### src/rtl/div32_seq.sv
// ---------------------------------------------------------------------------
// div32_seq -- iterative RV32M divide / remainder unit (DIV, DIVU, REM, REMU)
//
// One restoring iteration per clock around a single 33-bit subtractor.
// A request is accepted in IDLE, signs are stripped in INIT, 32 ITER cycles
// develop quotient and remainder, FIX restores the signs and DONE presents
// the selected result until the consumer takes it.
//
// Ports:
//   clk        rising-edge clock
//   rst        synchronous active-high reset
//   in_valid   request present          in_ready   unit can accept (IDLE)
//   op         00 DIV, 01 DIVU, 10 REM, 11 REMU
//   x, y       dividend, divisor
//   flush      abort any in-flight operation (ignored in IDLE)
//   out_valid  result available         out_ready  consumer takes result
//   result     quotient (op[1]=0) or remainder (op[1]=1)
//   dz         divisor was zero, valid while out_valid=1
//
// Build option: define DIV32_EARLY_OUT_EN to finish operations with
// |x| < |y| without iterating (3-cycle latency instead of 34).
// ---------------------------------------------------------------------------
module div32_seq #(
    parameter int XLEN  = 32,
    parameter int CNT_W = 6
) (
    input  logic            clk,
    input  logic            rst,
    input  logic            in_valid,
    output logic            in_ready,
    input  logic [1:0]      op,
    input  logic [XLEN-1:0] x,
    input  logic [XLEN-1:0] y,
    input  logic            flush,
    output logic            out_valid,
    input  logic            out_ready,
    output logic [XLEN-1:0] result,
    output logic            dz
);

    typedef enum logic [2:0] {
        S_IDLE = 3'd0,
        S_INIT = 3'd1,
        S_ITER = 3'd2,
        S_FIX  = 3'd3,
        S_DONE = 3'd4
    } state_t;

    localparam logic [XLEN-1:0] ZERO_C    = {XLEN{1'b0}};
    localparam logic [XLEN-1:0] ONES_C    = {XLEN{1'b1}};
    localparam logic [XLEN-1:0] MIN_NEG_C = {1'b1, {(XLEN-1){1'b0}}};
    localparam logic [CNT_W-1:0] LAST_C   = CNT_W'(XLEN - 1);

    // Two's-complement negate, modulo 2^XLEN (MIN_NEG maps to itself).
    function automatic logic [XLEN-1:0] neg_f(input logic [XLEN-1:0] v);
        neg_f = (~v) + {{(XLEN-1){1'b0}}, 1'b1};
    endfunction

    state_t           state_r;
    logic [1:0]       op_r;
    logic [XLEN-1:0]  x_r;
    logic [XLEN-1:0]  y_r;       // raw divisor until INIT, |y| afterwards
    logic [XLEN:0]    rem_r;     // partial remainder
    logic [XLEN-1:0]  q_r;       // dividend shifting out / quotient shifting in
    logic [CNT_W-1:0] cnt_r;
    logic             neg_q_r;
    logic             neg_rem_r;
    logic             dz_pend_r;
    logic             skip_r;    // early-out: pass through ITER without stepping
    logic             in_ready_r;
    logic             out_valid_r;
    logic [XLEN-1:0]  result_r;
    logic             dz_r;

    logic             is_signed_s;
    logic [XLEN-1:0]  x_mag_s;
    logic [XLEN-1:0]  y_mag_s;
    logic             carry_s;
    logic [XLEN:0]    trial_s;
    logic [XLEN-1:0]  q_fix_s;
    logic [XLEN-1:0]  rem_fix_s;
    logic             unused_rem_msb_s;

    // Operand magnitudes, shared subtract step and sign fix-up values.
    always_comb begin
        is_signed_s = ~op_r[0];
        x_mag_s     = (is_signed_s && x_r[XLEN-1]) ? neg_f(x_r) : x_r;
        y_mag_s     = (is_signed_s && y_r[XLEN-1]) ? neg_f(y_r) : y_r;
        // Subtract as add of the inverted operand plus one; carry-out of 1
        // means no borrow.
        {carry_s, trial_s} = {1'b0, rem_r[XLEN-1:0], q_r[XLEN-1]}
                           + {1'b0, ~{1'b0, y_r}}
                           + {{(XLEN+1){1'b0}}, 1'b1};
        q_fix_s     = neg_q_r   ? neg_f(q_r)              : q_r;
        rem_fix_s   = neg_rem_r ? neg_f(rem_r[XLEN-1:0])  : rem_r[XLEN-1:0];
    end

    // The remainder never exceeds |y|, so its top bit only exists for the step.
    assign unused_rem_msb_s = rem_r[XLEN];

    // Control FSM and datapath registers.
    always_ff @(posedge clk) begin
        if (rst) begin
            state_r     <= S_IDLE;
            op_r        <= 2'b00;
            x_r         <= ZERO_C;
            y_r         <= ZERO_C;
            rem_r       <= {(XLEN+1){1'b0}};
            q_r         <= ZERO_C;
            cnt_r       <= {CNT_W{1'b0}};
            neg_q_r     <= 1'b0;
            neg_rem_r   <= 1'b0;
            dz_pend_r   <= 1'b0;
            skip_r      <= 1'b0;
            in_ready_r  <= 1'b1;
            out_valid_r <= 1'b0;
            result_r    <= ZERO_C;
            dz_r        <= 1'b0;
        end else if (flush && (state_r != S_IDLE)) begin
            // Abort wins over a pending handoff; the result is dropped.
            state_r     <= S_IDLE;
            in_ready_r  <= 1'b1;
            out_valid_r <= 1'b0;
        end else begin
            case (state_r)
                S_IDLE: begin
                    if (in_valid && in_ready_r) begin
                        op_r       <= op;
                        x_r        <= x;
                        y_r        <= y;
                        in_ready_r <= 1'b0;
                        state_r    <= S_INIT;
                    end else begin
                        state_r    <= S_IDLE;
                    end
                end

                S_INIT: begin
                    skip_r <= 1'b0;
                    cnt_r  <= {CNT_W{1'b0}};
                    y_r    <= y_mag_s;
                    if (y_r == ZERO_C) begin
                        // Special results are parked in q/rem and FIX passes
                        // them through unchanged.
                        q_r       <= ONES_C;
                        rem_r     <= {1'b0, x_r};
                        neg_q_r   <= 1'b0;
                        neg_rem_r <= 1'b0;
                        dz_pend_r <= 1'b1;
                        state_r   <= S_FIX;
                    end else if (is_signed_s && (x_r == MIN_NEG_C) && (y_r == ONES_C)) begin
                        q_r       <= MIN_NEG_C;
                        rem_r     <= {(XLEN+1){1'b0}};
                        neg_q_r   <= 1'b0;
                        neg_rem_r <= 1'b0;
                        dz_pend_r <= 1'b0;
                        state_r   <= S_FIX;
`ifdef DIV32_EARLY_OUT_EN
                    end else if (x_mag_s < y_mag_s) begin
                        // Quotient is zero and the dividend is the remainder;
                        // one idle ITER pass keeps the latency at 3.
                        q_r       <= ZERO_C;
                        rem_r     <= {1'b0, x_mag_s};
                        neg_q_r   <= is_signed_s & (x_r[XLEN-1] ^ y_r[XLEN-1]);
                        neg_rem_r <= is_signed_s & x_r[XLEN-1];
                        dz_pend_r <= 1'b0;
                        skip_r    <= 1'b1;
                        state_r   <= S_ITER;
`endif
                    end else begin
                        q_r       <= x_mag_s;
                        rem_r     <= {(XLEN+1){1'b0}};
                        neg_q_r   <= is_signed_s & (x_r[XLEN-1] ^ y_r[XLEN-1]);
                        neg_rem_r <= is_signed_s & x_r[XLEN-1];
                        dz_pend_r <= 1'b0;
                        state_r   <= S_ITER;
                    end
                end

                S_ITER: begin
                    if (skip_r) begin
                        state_r <= S_FIX;
                    end else begin
                        if (carry_s) begin
                            rem_r <= trial_s;
                            q_r   <= {q_r[XLEN-2:0], 1'b1};
                        end else begin
                            rem_r <= {rem_r[XLEN-1:0], q_r[XLEN-1]};
                            q_r   <= {q_r[XLEN-2:0], 1'b0};
                        end
                        cnt_r <= cnt_r + {{(CNT_W-1){1'b0}}, 1'b1};
                        if (cnt_r == LAST_C) begin
                            state_r <= S_FIX;
                        end else begin
                            state_r <= S_ITER;
                        end
                    end
                end

                S_FIX: begin
                    result_r    <= op_r[1] ? rem_fix_s : q_fix_s;
                    dz_r        <= dz_pend_r;
                    out_valid_r <= 1'b1;
                    state_r     <= S_DONE;
                end

                S_DONE: begin
                    if (out_ready) begin
                        out_valid_r <= 1'b0;
                        in_ready_r  <= 1'b1;
                        state_r     <= S_IDLE;
                    end else begin
                        state_r     <= S_DONE;
                    end
                end

                default: begin
                    state_r     <= S_IDLE;
                    in_ready_r  <= 1'b1;
                    out_valid_r <= 1'b0;
                end
            endcase
        end
    end

    assign in_ready  = in_ready_r;
    assign out_valid = out_valid_r;
    assign result    = result_r;
    assign dz        = dz_r;

endmodule

### config.mk
export PLATFORM = sky130hd
export DESIGN_NAME = div32_seq
export DESIGN_NICKNAME = d
export VERILOG_FILES = /design/src/rtl/div32_seq.sv
export SDC_FILE = /design/constraint.sdc
export NUM_CORES = 1
export LEC_CHECK = 0
export ABC_AREA = 0
export CORE_UTILIZATION = 40
export CTS_CLUSTER_DIAMETER = 50
export DETAILED_ROUTE_END_ITERATION = 6
export GPL_TIMING_DRIVEN = 1
export HOLD_SLACK_MARGIN = 0.03
export PLACE_DENSITY_LB_ADDON = 0.08
export RECOVER_POWER = 100
export SKIP_LAST_GASP = 1
export SLEW_MARGIN = 20
export SYNTH_ARGS = -nofsm -noshare
export SYNTH_HDL_FRONTEND = slang
export SYNTH_SLANG_ARGS = --single-unit
### constraint.sdc
create_clock -name clk -period 4.5 [get_ports clk]
set_input_delay 0.45 -clock clk [delete_from_list [all_inputs] [get_ports clk]]
set_output_delay 0.45 -clock clk [all_outputs]
set_load 0.03 [all_outputs]
== Word-level counts from Yosys, hierarchy flattened ==
Index checks and enable logic that the tools add are counted.
Widths: inputs -> output; s select.
Word-level totals
  bits in registers: 177
  input port bits: 71
  output and inout port bits: 35
  word-level logic and storage cells: 95
Cells by class
  $add $sub $neg: 7
  equal/unequal tests: 10
  multiplexer cells: 31
  bitwise operators: 12
  reduce and logical (&&, ||, !) cells: 21
Operator list (number)
  $mux 32: 10
  $pmux 32 s2: 3
  $add 32x1->32 const B: 4
  $not 32->32: 4
  $eq 32x32->1 const B: 2
  $add 33x33->34: 1
  $add 34x1->34 const B: 1
  $not 32->33: 1
  $logic_not 32->1: 1
  $pmux 3 s5: 1
  $mux 1: 13
  $pmux 6 s2: 1
  $reduce_and 2->1: 4
  $add 6x1->6 const B: 1
  $eq 3x2->1 const B: 2
  $eq 6x5->1 const B: 1
  $logic_and 1x1->1: 6
  $ne 2x2->1 const B: 3
  $pmux 1 s3: 2
  $reduce_and 3->1: 2
  $reduce_or 3->1: 2
  $not 1->1: 4
  $reduce_and 4->1: 1
  $reduce_bool 2->1: 2
  other kinds (8): 9

== Logic depth before layout (Yosys ltp) ==
Gate-level depths: netlist of run 1.
  depth in word-level cells: 6
  mapped depth: 15
  mapped depth without buffers: 12

== Least setup slack after synthesis of run 1 ==
Ideal clock, no wire load.
  kind: register to register
  start point: reg y_r[1]
  end point: reg rem_r[6]
  library setup time: 0.081 ns
  arrival time: 3.469 ns
  required time: 4.419 ns
  slack: 0.950 ns
  cell stages (with the launch flop): 13
  buffers on the path: 2
  clock period less this slack: 3.550 ns
  path through: dfxtp_1 -> inv_1 -> ha_1 -> or3b_1 -> or4_4 -> or4_4 -> or3_1 -> or3_1 -> buf_6 -> nor2_8 -> buf_12 -> a221oi_2 -> a211oi_2
Between the ends
  longest elaborated chain between the ends: 5
  elaborated cells between the ends (all ways): 7
  those cells by class: 2 x add/sub; 3 x mux; 1 x bitwise; 1 x reduce/logical
RTL lines
  start: declaration: RTL line 62  | logic [XLEN-1:0] y_r;
  start signal: assignment: RTL line 130  | y_r <= y;
  start signal: assignment: RTL line 141  | y_r <= y_mag_s;
  $not 32->33: RTL line 92  | + {1'b0, ~{1'b0, y_r}}
  $add 33x33->34: RTL line 92
  $add 34x1->34: RTL line 93  | + {{(XLEN+1){1'b0}}, 1'b1};
  $mux 32: RTL line 184  | if (carry_s) begin
  $pmux 32 s2 *: RTL line 125  | case (state_r)
  end signal: assignment: RTL line 108  | rem_r <= {(XLEN+1){1'b0}};
  end signal: assignment: RTL line 185  | rem_r <= trial_s;
  end signal: assignment: RTL line 188  | rem_r <= {rem_r[XLEN-1:0], q_r[XLEN-1]};
  end: declaration: RTL line 63  | logic [XLEN:0] rem_r;
Every way passes the cells marked *; elsewhere a longest branch is shown, timed or not.
A chain may end at the register's enable or synchronous reset.

== Worst setup path after layout of run 1 ==
  start point: reg y_r[1]
  end point: reg q_r[0]
Between the ends
  longest elaborated chain between the ends: 5
  elaborated cells between the ends (all ways): 10
  those cells by class: 2 x add/sub; 1 x eq/ne; 4 x mux; 1 x bitwise; 2 x reduce/logical
RTL lines
  $not 32->33 / $eq 32x32->1 (equally long branches): RTL line 92, 151
  $add 33x33->34 / $logic_and 1x1->1 (equally long branches): RTL line 92, 151
  $add 34x1->34 / $mux 32 (equally long branches): RTL line 93, 151
  $mux 1 / $mux 32 (equally long branches): RTL line 184, 142
  $pmux 32 s2 *: RTL line 125
  end signal: assignment: RTL line 171  | q_r <= x_mag_s;
  end signal: assignment: RTL line 186  | q_r <= {q_r[XLEN-2:0], 1'b1};
  end signal: assignment: RTL line 189  | q_r <= {q_r[XLEN-2:0], 1'b0};
  end: declaration: RTL line 64  | logic [XLEN-1:0] q_r;
Marked as above.

==> flow_summary.rst, run 1 <==
.. list-table::
   :header-rows: 1

   * - Metric
     - Value
   * - Outcome
     - finished, violations left
   * - Violations in the final reports
     - capacitance limit, slew limit
   * - Fmax achieved
     - 0.238 GHz
   * - Number of cells in the finished layout apart from fillers
     - 2,067
   * - Pin count of the biggest net entering global routing
     - 92
   * - Level count of the clock H-tree
     - 4
   * - Critical path's largest stage delay
     - 0.61 ns
   * - Core occupancy in the finished layout
     - 0.466
   * - Total of endpoints with negative setup slack in the final report
     - 0
   * - Worst Tran Pin Value
     - 1.78 ns
   * - Normalized max-slew margin
     - -0.184
   * - Total Die Area
     - 0.0311 mm²
   * - Gate count after technology mapping
     - 1,626
   * - Post-synth cell types
     - 71
   * - Slack of the critical path
     - 0.296 ns
   * - CP Max Fanout
     - 10
   * - Warnings from Yosys
     - 0
   * - Final hold slack
     - 0.453 ns
   * - Main flop type after synthesis
     - sky130_fd_sc_hd__dfxtp_1
   * - Syn Nets
     - 1,736
   * - Flip-flop and latch count after synthesis
     - 177
   * - Mapped cell area
     - 0.0122 mm²
   * - Worst min-delay path category
     - reg -> reg
   * - Endpoint arrival time on the critical path
     - 4.57 ns
   * - Wirelength per Cell
     - 19.5 µm
   * - Placed cell count
     - 2,034
   * - Post-detailed-route via-to-cell ratio
     - 5.85
   * - Initial antenna violation count
     - 1
   * - Number of standard-cell rows in the floorplan
     - 63
   * - Required time of the worst setup path
     - 4.86 ns
   * - Placeable core area
     - 0.0298 mm²
   * - Sequential-to-total area share from yosys stat
     - 0.291
   * - Count of buffers added by post-CTS timing repair for setup
     - 0
   * - Total GRT Usage
     - 0.262
   * - CTS tree
     - done
   * - Number of nets still failing antenna checks after routing
     - 0
   * - Clock Tree Root
     - sky130_fd_sc_hd__clkbuf_16
   * - Power per cell area
     - 366 mW/mm²
   * - TritonCTS Buffers
     - 17
   * - Biggest area contributors in the synthesized netlist
     - sky130_fd_sc_hd__dfxtp_1 (29%), sky130_fd_sc_hd__a21oi_1 (7.5%), sky130_fd_sc_hd__nand2_1 (7.2%), sky130_fd_sc_hd__nor2_1 (6.1%), sky130_fd_sc_hd__xnor2_1 (4.3%)
   * - Worst-path clk slew
     - 0.07 ns
   * - Max Clock Skew
     - 0.0147 ns
   * - Net Sw Frac
     - 0.384
   * - Weighted congestion at the end of routability-driven global placement
     - 0.903
   * - Syn-to-layout area delta
     - 13.9%
   * - Worst vdd rail ir drop
     - 0.253 mV
   * - Leakage component of the power
     - 5.19 nW
   * - Estimated wirelength of the detail-placed design
     - 29,900 µm
   * - Category of the worst setup path capture point
     - register
   * - Launching element type of the critical path
     - register
   * - Library cell with the highest instance count after synthesis
     - sky130_fd_sc_hd__nand2_1
   * - Placed standard-cell area
     - 0.0135 mm²
   * - Number of top-level pins
     - 106
   * - Share of total power in the clock network
     - 0.293
   * - Final cycle utilization of the critical path
     - 0.934
   * - Total count of max-transition violations in the final report
     - 68
   * - Sw power
     - 1.95 mW
   * - Quantity of I/O buffers inserted on ports
     - 105
   * - Final Instance Area
     - 0.0139 mm²
   * - Detailed-routing iteration count for the pre-antenna-repair pass
     - 7
   * - Pint
     - 3.13 mW
   * - Resize count post-CTS
     - 0
   * - Hold violation total from the final report
     - 0
   * - Vias post-DR
     - 12,100
   * - Setup WS pre-CTS
     - 0.424 ns
   * - Async SR Flop Fraction
     - 0
   * - Maximum clock insertion buffer count
     - 2
   * - Number of nets in the layout
     - 1,773
   * - Leading cell types by count after synthesis
     - sky130_fd_sc_hd__nand2_1 (232), sky130_fd_sc_hd__nor2_1 (199), sky130_fd_sc_hd__a21oi_1 (183)
   * - Vert. Die Dim
     - 176 µm
   * - Final global-route overflow total
     - 0
   * - Kind of critical path
     - reg -> reg
   * - Sum of negative setup slack
     - 0 ns
   * - Initial detailed-routing violation count
     - 1,068
   * - Cell type with the highest aggregate area in the netlist
     - sky130_fd_sc_hd__dfxtp_1
   * - Starting Density
     - 0.409
   * - RSZ-0062 raised after global routing
     - no
   * - Number of hold-repair buffers added at the cts stage
     - 0
   * - Worst-skew pair later-pin latency
     - 0.45 ns
   * - CP Cell Sequence
     - inv_1, ha_1, or3b_1, or4_4, or4_1, or3_1, or3_1, buf_4, o21ai_2, a211oi_1, a211oi_1
   * - Number of flops mapped to enable cells by yosys
     - 0
   * - Total power draw
     - 5.08 mW
   * - Wire length of the first global-routing pass
     - 63,600 µm
   * - Die extent in x
     - 176 µm
   * - Post-synthesis area per instance
     - 7.49 µm²
   * - Number of global-route vias before repair
     - 11,200
   * - Number of sinks driven by the clock tree
     - 177
   * - CP max stage cell
     - sky130_fd_sc_hd__or4_1
   * - Relative contribution of combinational cells to total power
     - 0.342
   * - Total of max-cap violations
     - 2
   * - Fraction of power consumed by sequential logic
     - 0.365
   * - Crit path time final
     - 4.20 ns
   * - Ratio of cells with drive above 1 in the final layout
     - 0.0591
   * - Fraction of synthesized cell area taken by the top area cell type
     - 0.291
   * - Number of DRC violations after detailed routing
     - 0
   * - Wire length after detailed routing
     - 40,400 µm
## path summary, 6_finish.rpt
check                                            start  slack (ns)  cells past startpoint                     end
worst max-delay path               y_r[1]$_SDFFE_PP0P_        0.30                     11     q_r[0]$_SDFFE_PP0P_
worst max register to register     y_r[1]$_SDFFE_PP0P_        0.30                     11     q_r[0]$_SDFFE_PP0P_
worst min register to register  result[7]$_SDFFE_PP0P_        0.45                      2  result[7]$_SDFFE_PP0P_
worst min-delay path            result[7]$_SDFFE_PP0P_        0.45                      2  result[7]$_SDFFE_PP0P_
## cell usage in the layout, fill, tap and decap left out, types with 8 or more instances in the layout
cell,netlist,routed
sky130_fd_sc_hd__ha_1,38,38
sky130_fd_sc_hd__nand2_1,232,232
sky130_fd_sc_hd__or3_1,19,20
sky130_fd_sc_hd__or4_1,14,15
sky130_fd_sc_hd__clkdlybuf4s50_1,0,68
sky130_fd_sc_hd__o41ai_1,13,13
sky130_fd_sc_hd__nor2b_1,11,11
sky130_fd_sc_hd__a211oi_2,28,25
sky130_fd_sc_hd__a22oi_1,16,16
sky130_fd_sc_hd__a311oi_1,8,8
sky130_fd_sc_hd__dfxtp_1,177,176
sky130_fd_sc_hd__nor2_1,199,197
sky130_fd_sc_hd__and2_1,9,8
sky130_fd_sc_hd__nand3_1,17,17
sky130_fd_sc_hd__xnor2_1,60,60
sky130_fd_sc_hd__o21a_1,10,10
sky130_fd_sc_hd__inv_1,50,50
sky130_fd_sc_hd__o221ai_1,15,15
sky130_fd_sc_hd__a21oi_1,183,182
sky130_fd_sc_hd__o211ai_1,25,25
sky130_fd_sc_hd__clkbuf_16,0,17
sky130_fd_sc_hd__o21ai_0,70,70
sky130_fd_sc_hd__nor3_1,40,40
sky130_fd_sc_hd__nand4_1,18,18
sky130_fd_sc_hd__nand2b_1,9,9
sky130_fd_sc_hd__buf_4,1,16
sky130_fd_sc_hd__xor2_1,60,60
sky130_fd_sc_hd__dlygate4sd3_1,0,36
sky130_fd_sc_hd__a221oi_1,21,38
sky130_fd_sc_hd__a21o_1,9,9
sky130_fd_sc_hd__a211oi_1,20,23
sky130_fd_sc_hd__clkinv_4,0,8
sky130_fd_sc_hd__nor4_1,14,14
sky130_fd_sc_hd__o31ai_1,27,27
## per-layer routing
layer / up-vias / GRT usage / share of wire
met5: - / 0 / 0
met4: 0 / 0.0916 / 0.027
met3: 57 / 0.0422 / 0.052
met2: 349 / 0.409 / 0.45
met1: 5736 / 0.362 / 0.47
li1: 5957 / - / -
## power groups by stage
| stage | sequential (mW) | clock, mW | combinational [mW] |
|---|---|---|---|
| after detailed placement | 1.89 | 0 | 1.74 |
| after global routing | 1.86 | 1.58 | 1.94 |
| after global placement | 1.88 | 0 | 1.73 |
| after floorplan | 1.80 | 0 | 1.31 |
| after CTS | 1.85 | 1.52 | 1.75 |
| final | 1.85 | 1.49 | 1.74 |
## registers in the layout (all words and copies together) (netlist names), 2 cells and up
name	cells
x_r	32
q_r	32
rem_r	32
state_r	3
cnt_r	6
result	32
y_r	32
op_r	2
## critical path: cells and delay by family (launching register included)
| kind | cells | cell delay [ns] |
|---|---|---|
| buf+inv | 2 | 0.36 |
| simple gates | 5 | 2.48 |
| fa+ha+maj | 1 | 0.20 |
| flops | 1 | 0.37 |
| compound gates | 3 | 0.72 |
## cell families after synthesis
kind of cell    share of synthesized area
compound gates                      0.294
xor+xnor                           0.0863
fa+ha+maj                          0.0407
buf+inv                            0.0552
flops                               0.291
mux                               0.00576
simple gates                        0.227
## final cells by class
cell class	count	area [µm²]
Multi-Input combinational cell	1287	7840
Antenna cell	1	2.50
Clock buffer	19	443
Tap cell	390	488
Timing Repair Buffer	130	1240
Fill cell	3067	15900
Clock inverter	13	130
Inverter	50	188
Sequential cell	177	3540
Note: power is estimated with default switching activity, not from simulation.
==> run 2: changes to the inputs <==
--- a/config.mk
+++ b/config.mk
@@ -6,6 +6,7 @@
 export NUM_CORES = 1
 export LEC_CHECK = 0
 export ABC_AREA = 0
+export CORE_ASPECT_RATIO = 0.8
 export CORE_UTILIZATION = 40
 export CTS_CLUSTER_DIAMETER = 50
 export DETAILED_ROUTE_END_ITERATION = 6
==> flow_summary.rst, run 2 (synthesis results as in run 1) <==
.. list-table::
   :header-rows: 1

   * - Metric
     - Value
   * - Critical path's largest stage delay
     - 0.61 ns
   * - Number of sinks driven by the clock tree
     - 177
   * - Ratio of cells with drive above 1 in the final layout
     - 0.0637
   * - Leakage component of the power
     - 5.24 nW
   * - TritonCTS Buffers
     - 17
   * - Crit path time final
     - 4.23 ns
   * - Weighted congestion at the end of routability-driven global placement
     - 0.904
   * - Launch point of the worst reg-to-reg path
     - y_r[1]$_SDFFE_PP0P_
   * - Max Clock Skew
     - 0.0186 ns
   * - Wire length of the first global-routing pass
     - 62,700 µm
   * - Starting Density
     - 0.411
   * - Normalized max-slew margin
     - -0.812
   * - Number of standard-cell rows in the floorplan
     - 56
   * - Final cycle utilization of the critical path
     - 0.940
   * - CP max stage cell
     - sky130_fd_sc_hd__or3_1
   * - Wirelength per Cell
     - 18.9 µm
   * - Busiest metal layer after global routing
     - met2
   * - Sum of negative setup slack
     - 0 ns
   * - Worst vdd rail ir drop
     - 0.252 mV
   * - R2r worst-path depth
     - 11
   * - Clock Tree Root
     - sky130_fd_sc_hd__clkbuf_16
   * - Category of the worst setup path capture point
     - register
   * - Estimated wirelength of the detail-placed design
     - 28,600 µm
   * - Required time of the worst setup path
     - 4.85 ns
   * - Initial antenna violation count
     - 0
   * - Placeable core area
     - 0.0296 mm²
   * - Worst Tran Pin Value
     - 2.72 ns
   * - Resize count post-CTS
     - 0
   * - Post-detailed-route via-to-cell ratio
     - 5.79
   * - Vert. Die Dim
     - 158 µm
   * - Met3 GRT Util
     - 0.0352
   * - Total Die Area
     - 0.0311 mm²
   * - Maximum clock insertion buffer count
     - 2
   * - Worst-case register-to-register setup slack
     - 0.27 ns
   * - Power per cell area
     - 378 mW/mm²
   * - RSZ-0062 raised after global routing
     - no
   * - Startpoint of the lowest-slack hold path
     - result[10]$_SDFFE_PP0P_
   * - Total of endpoints with negative setup slack in the final report
     - 0
   * - Crit path buf inv count
     - 2
   * - Number of nets in the layout
     - 1,776
   * - Launching element type of the critical path
     - register
   * - Wire length after detailed routing
     - 39,500 µm
   * - Depth of the worst hold-timing path
     - 2
   * - Global routing usage on met2
     - 0.409
   * - Initial detailed-routing violation count
     - 960
   * - Placed cell count
     - 2,053
   * - Syn-to-layout area delta
     - 15.1%
   * - Kind of critical path
     - reg -> reg
   * - Pin count of the biggest net entering global routing
     - 118
   * - Number of cells in the finished layout apart from fillers
     - 2,085
   * - Detailed-routing iteration count for the pre-antenna-repair pass
     - 7
   * - Number of DRC violations after detailed routing
     - 0
   * - Hold violation total from the final report
     - 0
   * - CP Max Fanout
     - 11
   * - Worst-path clk slew
     - 0.07 ns
   * - Final global-route overflow total
     - 0
   * - CP dominant cell by count
     - sky130_fd_sc_hd__or3_1
   * - Outcome
     - finished, violations left
   * - Endpoint, Worst Hold
     - result[10]$_SDFFE_PP0P_
   * - Number of global-route vias before repair
     - 11,100
   * - CP Cell Sequence
     - inv_1, ha_1, or3b_1, or4_4, or4_1, or3_1, or3_1, nor2_8, buf_4, a221oi_2, a211oi_1
   * - Endpoint arrival time on the critical path
     - 4.58 ns
   * - Vias post-DR
     - 12,100
   * - Count of buffers added by post-CTS timing repair for setup
     - 0
   * - CTS tree
     - done
   * - Fmax achieved
     - 0.236 GHz
   * - Worst-skew pair later-pin latency
     - 0.46 ns
   * - R2R Path End
     - rem_r[5]$_SDFFE_PP0P_
   * - Number of hold-repair buffers added at the cts stage
     - 0
   * - Die extent in x
     - 197 µm
   * - Number of nets still failing antenna checks after routing
     - 0
   * - Quantity of I/O buffers inserted on ports
     - 105
   * - Worst min-delay path category
     - reg -> reg
   * - Most common cell after layout, fill and taps aside
     - sky130_fd_sc_hd__nand2_1
   * - Level count of the clock H-tree
     - 4
   * - Number of antenna diodes
     - 0
   * - Total of max-cap violations
     - 3
   * - Leading cell types in the layout, fill and taps excluded
     - sky130_fd_sc_hd__nand2_1 (232), sky130_fd_sc_hd__nor2_1 (197), sky130_fd_sc_hd__a21oi_1 (182), sky130_fd_sc_hd__dfxtp_1 (174), sky130_fd_sc_hd__o21ai_0 (70)
   * - Total count of max-transition violations in the final report
     - 54
   * - Met1 track utilization from global routing
     - 0.368
   * - Top Family by Delay on Critical Path
     - simple AND/OR/NAND/NOR gates
   * - Number of top-level pins
     - 106
   * - Total GRT Usage
     - 0.257
   * - Violations in the final reports
     - capacitance limit, slew limit
## run 2: cell count changes in the layout (fill, tap and decap cells not counted), sizes merged
cell      change
clkbuf        -2
clkinv        -4
diode         -1
buf           +4
clkinvlp      +3
inv           -2
bufinv        +4
## run 2: layer usage
metal	vias to the layer above	wire, µm	part of all wire
met5	-	0	0
met4	0	530	0.013
met3	33	1650	0.042
met2	268	17900	0.45
met1	5813	19400	0.49
li1	5956	-	-
## run 2: report_power, final
part	switching, mW	internal (mW)
combinational	1.06	0.688
clock	0.700	0.999
sequential	0.191	1.66
total	1.95	3.35
## run 2: layout make-up
| class | count | area [µm²] |
|---|---|---|
| Tap cell | 406 | 508 |
| Clock inverter | 14 | 213 |
| Clock buffer | 18 | 439 |
| Sequential cell | 177 | 3550 |
| Multi-Input combinational cell | 1287 | 7860 |
| Timing Repair Buffer | 133 | 1270 |
| Fill cell | 3010 | 15600 |
| Inverter | 50 | 188 |
## run 2: worst max-delay path by stage
stage	endpoint	cells past startpoint	from
after floorplan	rem_r[6]$_SDFFE_PP0P_	12	y_r[1]$_SDFFE_PP0P_
after global placement	rem_r[0]$_SDFFE_PP0P_	11	y_r[1]$_SDFFE_PP0P_
after detailed placement	rem_r[0]$_SDFFE_PP0P_	11	y_r[1]$_SDFFE_PP0P_
after CTS	rem_r[0]$_SDFFE_PP0P_	11	y_r[1]$_SDFFE_PP0P_
after global routing	rem_r[0]$_SDFFE_PP0P_	11	y_r[1]$_SDFFE_PP0P_
final	rem_r[5]$_SDFFE_PP0P_	11	y_r[1]$_SDFFE_PP0P_
## run 2: per-stage QoR
step / cell area, µm² / setup slack (ns) / utilization / hold slack, ns / power, mW
2_1_floorplan: 12200 / 0.950 / - / 0.432 / 3.11
3_3_place_gp: 13500 / 0.415 / 0.456 / 0.444 / 3.61
3_5_place_dp: 13500 / 0.336 / 0.456 / 0.446 / 3.62
4_1_cts: 14200 / 0.315 / 0.478 / 0.456 / 5.32
5_1_grt: 14000 / 0.131 / 0.473 / 0.472 / 5.58
6_report: 14000 / 0.269 / 0.473 / 0.448 / 5.30
## run 2: tightest hold or removal path, cell delays in order (launching register included)
cell,delay (ns)
sky130_fd_sc_hd__dfxtp_1,0.31
sky130_fd_sc_hd__nand2_1,0.05
sky130_fd_sc_hd__a21oi_1,0.05
==> run 3: changes to the inputs <==
--- a/config.mk
+++ b/config.mk
@@ -6,8 +6,10 @@
 export NUM_CORES = 1
 export LEC_CHECK = 0
 export ABC_AREA = 0
+export CAP_MARGIN = 15
 export CORE_ASPECT_RATIO = 0.8
 export CORE_UTILIZATION = 40
+export CTS_BUF_LIST = sky130_fd_sc_hd__clkbuf_8
 export CTS_CLUSTER_DIAMETER = 50
 export DETAILED_ROUTE_END_ITERATION = 6
 export GPL_TIMING_DRIVEN = 1
==> constraint.sdc (replaced) <==
create_clock -name clk -period 4.5 [get_ports clk]
set_input_delay 0.675 -clock clk [delete_from_list [all_inputs] [get_ports clk]]
set_output_delay 0.675 -clock clk [all_outputs]
set_load 0.03 [all_outputs]
==> flow_summary.rst, run 3 (synthesis results as in run 1) <==
.. list-table::
   :header-rows: 1

   * - Metric
     - Value
   * - Outcome
     - finished, violations left
   * - Violations in the final reports
     - capacitance limit, slew limit
   * - Worst min-delay path category
     - reg -> reg
   * - Starting Density
     - 0.411
   * - Worst-skew pair later-pin latency
     - 0.51 ns
   * - Leading cell types in the layout, fill and taps excluded
     - sky130_fd_sc_hd__nand2_1 (232), sky130_fd_sc_hd__nor2_1 (197), sky130_fd_sc_hd__a21oi_1 (182), sky130_fd_sc_hd__dfxtp_1 (175), sky130_fd_sc_hd__o21ai_0 (70)
   * - Number of nets in the layout
     - 1,775
   * - Launch point of the worst reg-to-reg path
     - y_r[1]$_SDFFE_PP0P_
   * - Weighted congestion at the end of routability-driven global placement
     - 0.932
   * - Number of DRC violations after detailed routing
     - 0
   * - Vias post-DR
     - 12,000
   * - Syn-to-layout area delta
     - 13.2%
   * - Total power draw
     - 4.86 mW
   * - Wire length after detailed routing
     - 39,400 µm
   * - Resize count post-CTS
     - 0
   * - Pin count of the biggest net entering global routing
     - 83
   * - CP Max Fanout
     - 19
   * - Number of sinks driven by the clock tree
     - 177
   * - Leakage component of the power
     - 5.13 nW
   * - Placed standard-cell area
     - 0.0135 mm²
   * - Total of max-cap violations
     - 3
   * - Crit path time final
     - 4.18 ns
   * - Final cycle utilization of the critical path
     - 0.928
   * - Power per cell area
     - 352 mW/mm²
   * - Total GRT Usage
     - 0.257
   * - Final global-route overflow total
     - 0
   * - Level count of the clock H-tree
     - 4
   * - Number of standard-cell rows in the floorplan
     - 56
   * - Launching element type of the critical path
     - register
   * - Placeable core area
     - 0.0296 mm²
   * - Depth of the worst hold-timing path
     - 2
   * - Wirelength per Cell
     - 18.9 µm
   * - Post-detailed-route via-to-cell ratio
     - 5.77
   * - Placed cell count
     - 2,052
   * - Category of the worst setup path capture point
     - register
   * - Total Die Area
     - 0.0311 mm²
   * - Number of nets still failing antenna checks after routing
     - 0
   * - Setup WS pre-CTS
     - 0.317 ns
   * - Wire length of the first global-routing pass
     - 62,500 µm
   * - Most common cell after layout, fill and taps aside
     - sky130_fd_sc_hd__nand2_1
   * - Sum of negative setup slack
     - 0 ns
   * - Max Clock Skew
     - 0.0177 ns
   * - Hold violation total from the final report
     - 0
   * - Total count of max-transition violations in the final report
     - 120
   * - Core occupancy in the finished layout
     - 0.465
   * - Number of hold-repair buffers added at the cts stage
     - 0
   * - Total of endpoints with negative setup slack in the final report
     - 0
   * - Detailed-routing iteration count for the pre-antenna-repair pass
     - 7
   * - Number of global-route vias before repair
     - 11,000
   * - Normalized max-slew margin
     - -0.776
   * - RSZ-0062 raised after global routing
     - no
   * - Worst Tran Pin Value
     - 2.66 ns
   * - Initial detailed-routing violation count
     - 1,104
   * - Estimated wirelength of the detail-placed design
     - 28,700 µm
   * - Endpoint arrival time on the critical path
     - 4.60 ns
   * - Endpoint, Worst Hold
     - result[10]$_SDFFE_PP0P_
   * - Ratio of cells with drive above 1 in the final layout
     - 0.0644
   * - Worst-case register-to-register setup slack
     - 0.32 ns
   * - TritonCTS Buffers
     - 17
   * - Final Instance Area
     - 0.0138 mm²
   * - Clock Tree Root
     - sky130_fd_sc_hd__clkbuf_8
   * - Kind of critical path
     - reg -> reg
   * - Fmax achieved
     - 0.239 GHz
   * - Count of buffers added by post-CTS timing repair for setup
     - 0
   * - Number of top-level pins
     - 106
   * - Worst-path clk slew
     - 0.10 ns
   * - CTS tree
     - done
   * - Worst vdd rail ir drop
     - 0.205 mV
   * - Number of cells in the finished layout apart from fillers
     - 2,084
   * - R2R Path End
     - rem_r[23]$_SDFFE_PP0P_
   * - Die extent in x
     - 197 µm
   * - R2r worst-path depth
     - 11
   * - Maximum clock insertion buffer count
     - 2
   * - Number of antenna diodes
     - 0
   * - Quantity of I/O buffers inserted on ports
     - 105
   * - Startpoint of the lowest-slack hold path
     - result[10]$_SDFFE_PP0P_
   * - Initial antenna violation count
     - 0
   * - Slack of the critical path
     - 0.323 ns
   * - Final hold slack
     - 0.454 ns
   * - Fillers
     - 3,028
   * - Required time of the worst setup path
     - 4.92 ns
   * - Vert. Die Dim
     - 158 µm
==> run 3: cell count changes in the layout (fill, tap and decap cells not counted), sizes merged <==
| cell | delta |
|---|---|
| buf | -3 |
| clkbuf | +2 |
| clkinv | -2 |
| inv | +2 |
| bufinv | -1 |
| clkinvlp | +1 |
==> run 3: worst max-delay path by stage <==
stage                             start                     end  slack (ns)  depth (start not counted)
floorplan           y_r[1]$_SDFFE_PP0P_   rem_r[6]$_SDFFE_PP0P_        0.95                         12
global placement    y_r[1]$_SDFFE_PP0P_  rem_r[19]$_SDFFE_PP0P_        0.39                         11
detailed placement  y_r[1]$_SDFFE_PP0P_  rem_r[20]$_SDFFE_PP0P_        0.32                         11
CTS                 y_r[1]$_SDFFE_PP0P_  rem_r[23]$_SDFFE_PP0P_        0.28                         11
global route        y_r[1]$_SDFFE_PP0P_  rem_r[25]$_SDFFE_PP0P_        0.12                         11
finish              y_r[1]$_SDFFE_PP0P_  rem_r[23]$_SDFFE_PP0P_        0.32                         11
==> run 3: layout make-up <==
| cell class | count | area, µm² | area share |
|---|---|---|---|
| Multi-Input combinational cell | 1287 | 7870 | 0.571 |
| Timing Repair Buffer | 132 | 1240 | 0.0901 |
| Clock buffer | 18 | 248 | 0.0180 |
| Sequential cell | 177 | 3550 | 0.257 |
| Inverter | 50 | 188 | 0.0136 |
| Clock inverter | 14 | 189 | 0.0137 |
| Tap cell | 406 | 508 | 0.0368 |
==> run 3: per-layer routing <==
| metal | share of wire | routed length, µm | track usage | vias to the layer above |
|---|---|---|---|---|
| met2 | 0.45 | 17800 | 0.405 | 348 |
| met4 | 0.013 | 528 | 0.0572 | 0 |
| met3 | 0.051 | 2010 | 0.0369 | 32 |
| met5 | 0 | 0 | 0 | - |
| met1 | 0.48 | 19000 | 0.368 | 5705 |
| li1 | - | - | - | 5936 |
==> run 3: report_power, final <==
group | switching (mW) | total (mW) | internal (mW)
registers | 0.191 | 1.85 | 1.66
logic | 1.05 | 1.74 | 0.688
clock network | 0.653 | 1.27 | 0.617
total | 1.89 | 4.86 | 2.97
==> run 3: critical path: stages (launching register included) <==
cell	delay, ns
sky130_fd_sc_hd__dfxtp_1	0.39
sky130_fd_sc_hd__inv_1	0.14
sky130_fd_sc_hd__ha_1	0.19
sky130_fd_sc_hd__or3b_1	0.42
sky130_fd_sc_hd__or4_4	0.49
sky130_fd_sc_hd__or4_4	0.55
sky130_fd_sc_hd__or3_1	0.41
sky130_fd_sc_hd__or3_1	0.61
sky130_fd_sc_hd__nor2_8	0.20
sky130_fd_sc_hd__buf_4	0.28
sky130_fd_sc_hd__a221oi_1	0.15
sky130_fd_sc_hd__a211oi_2	0.26
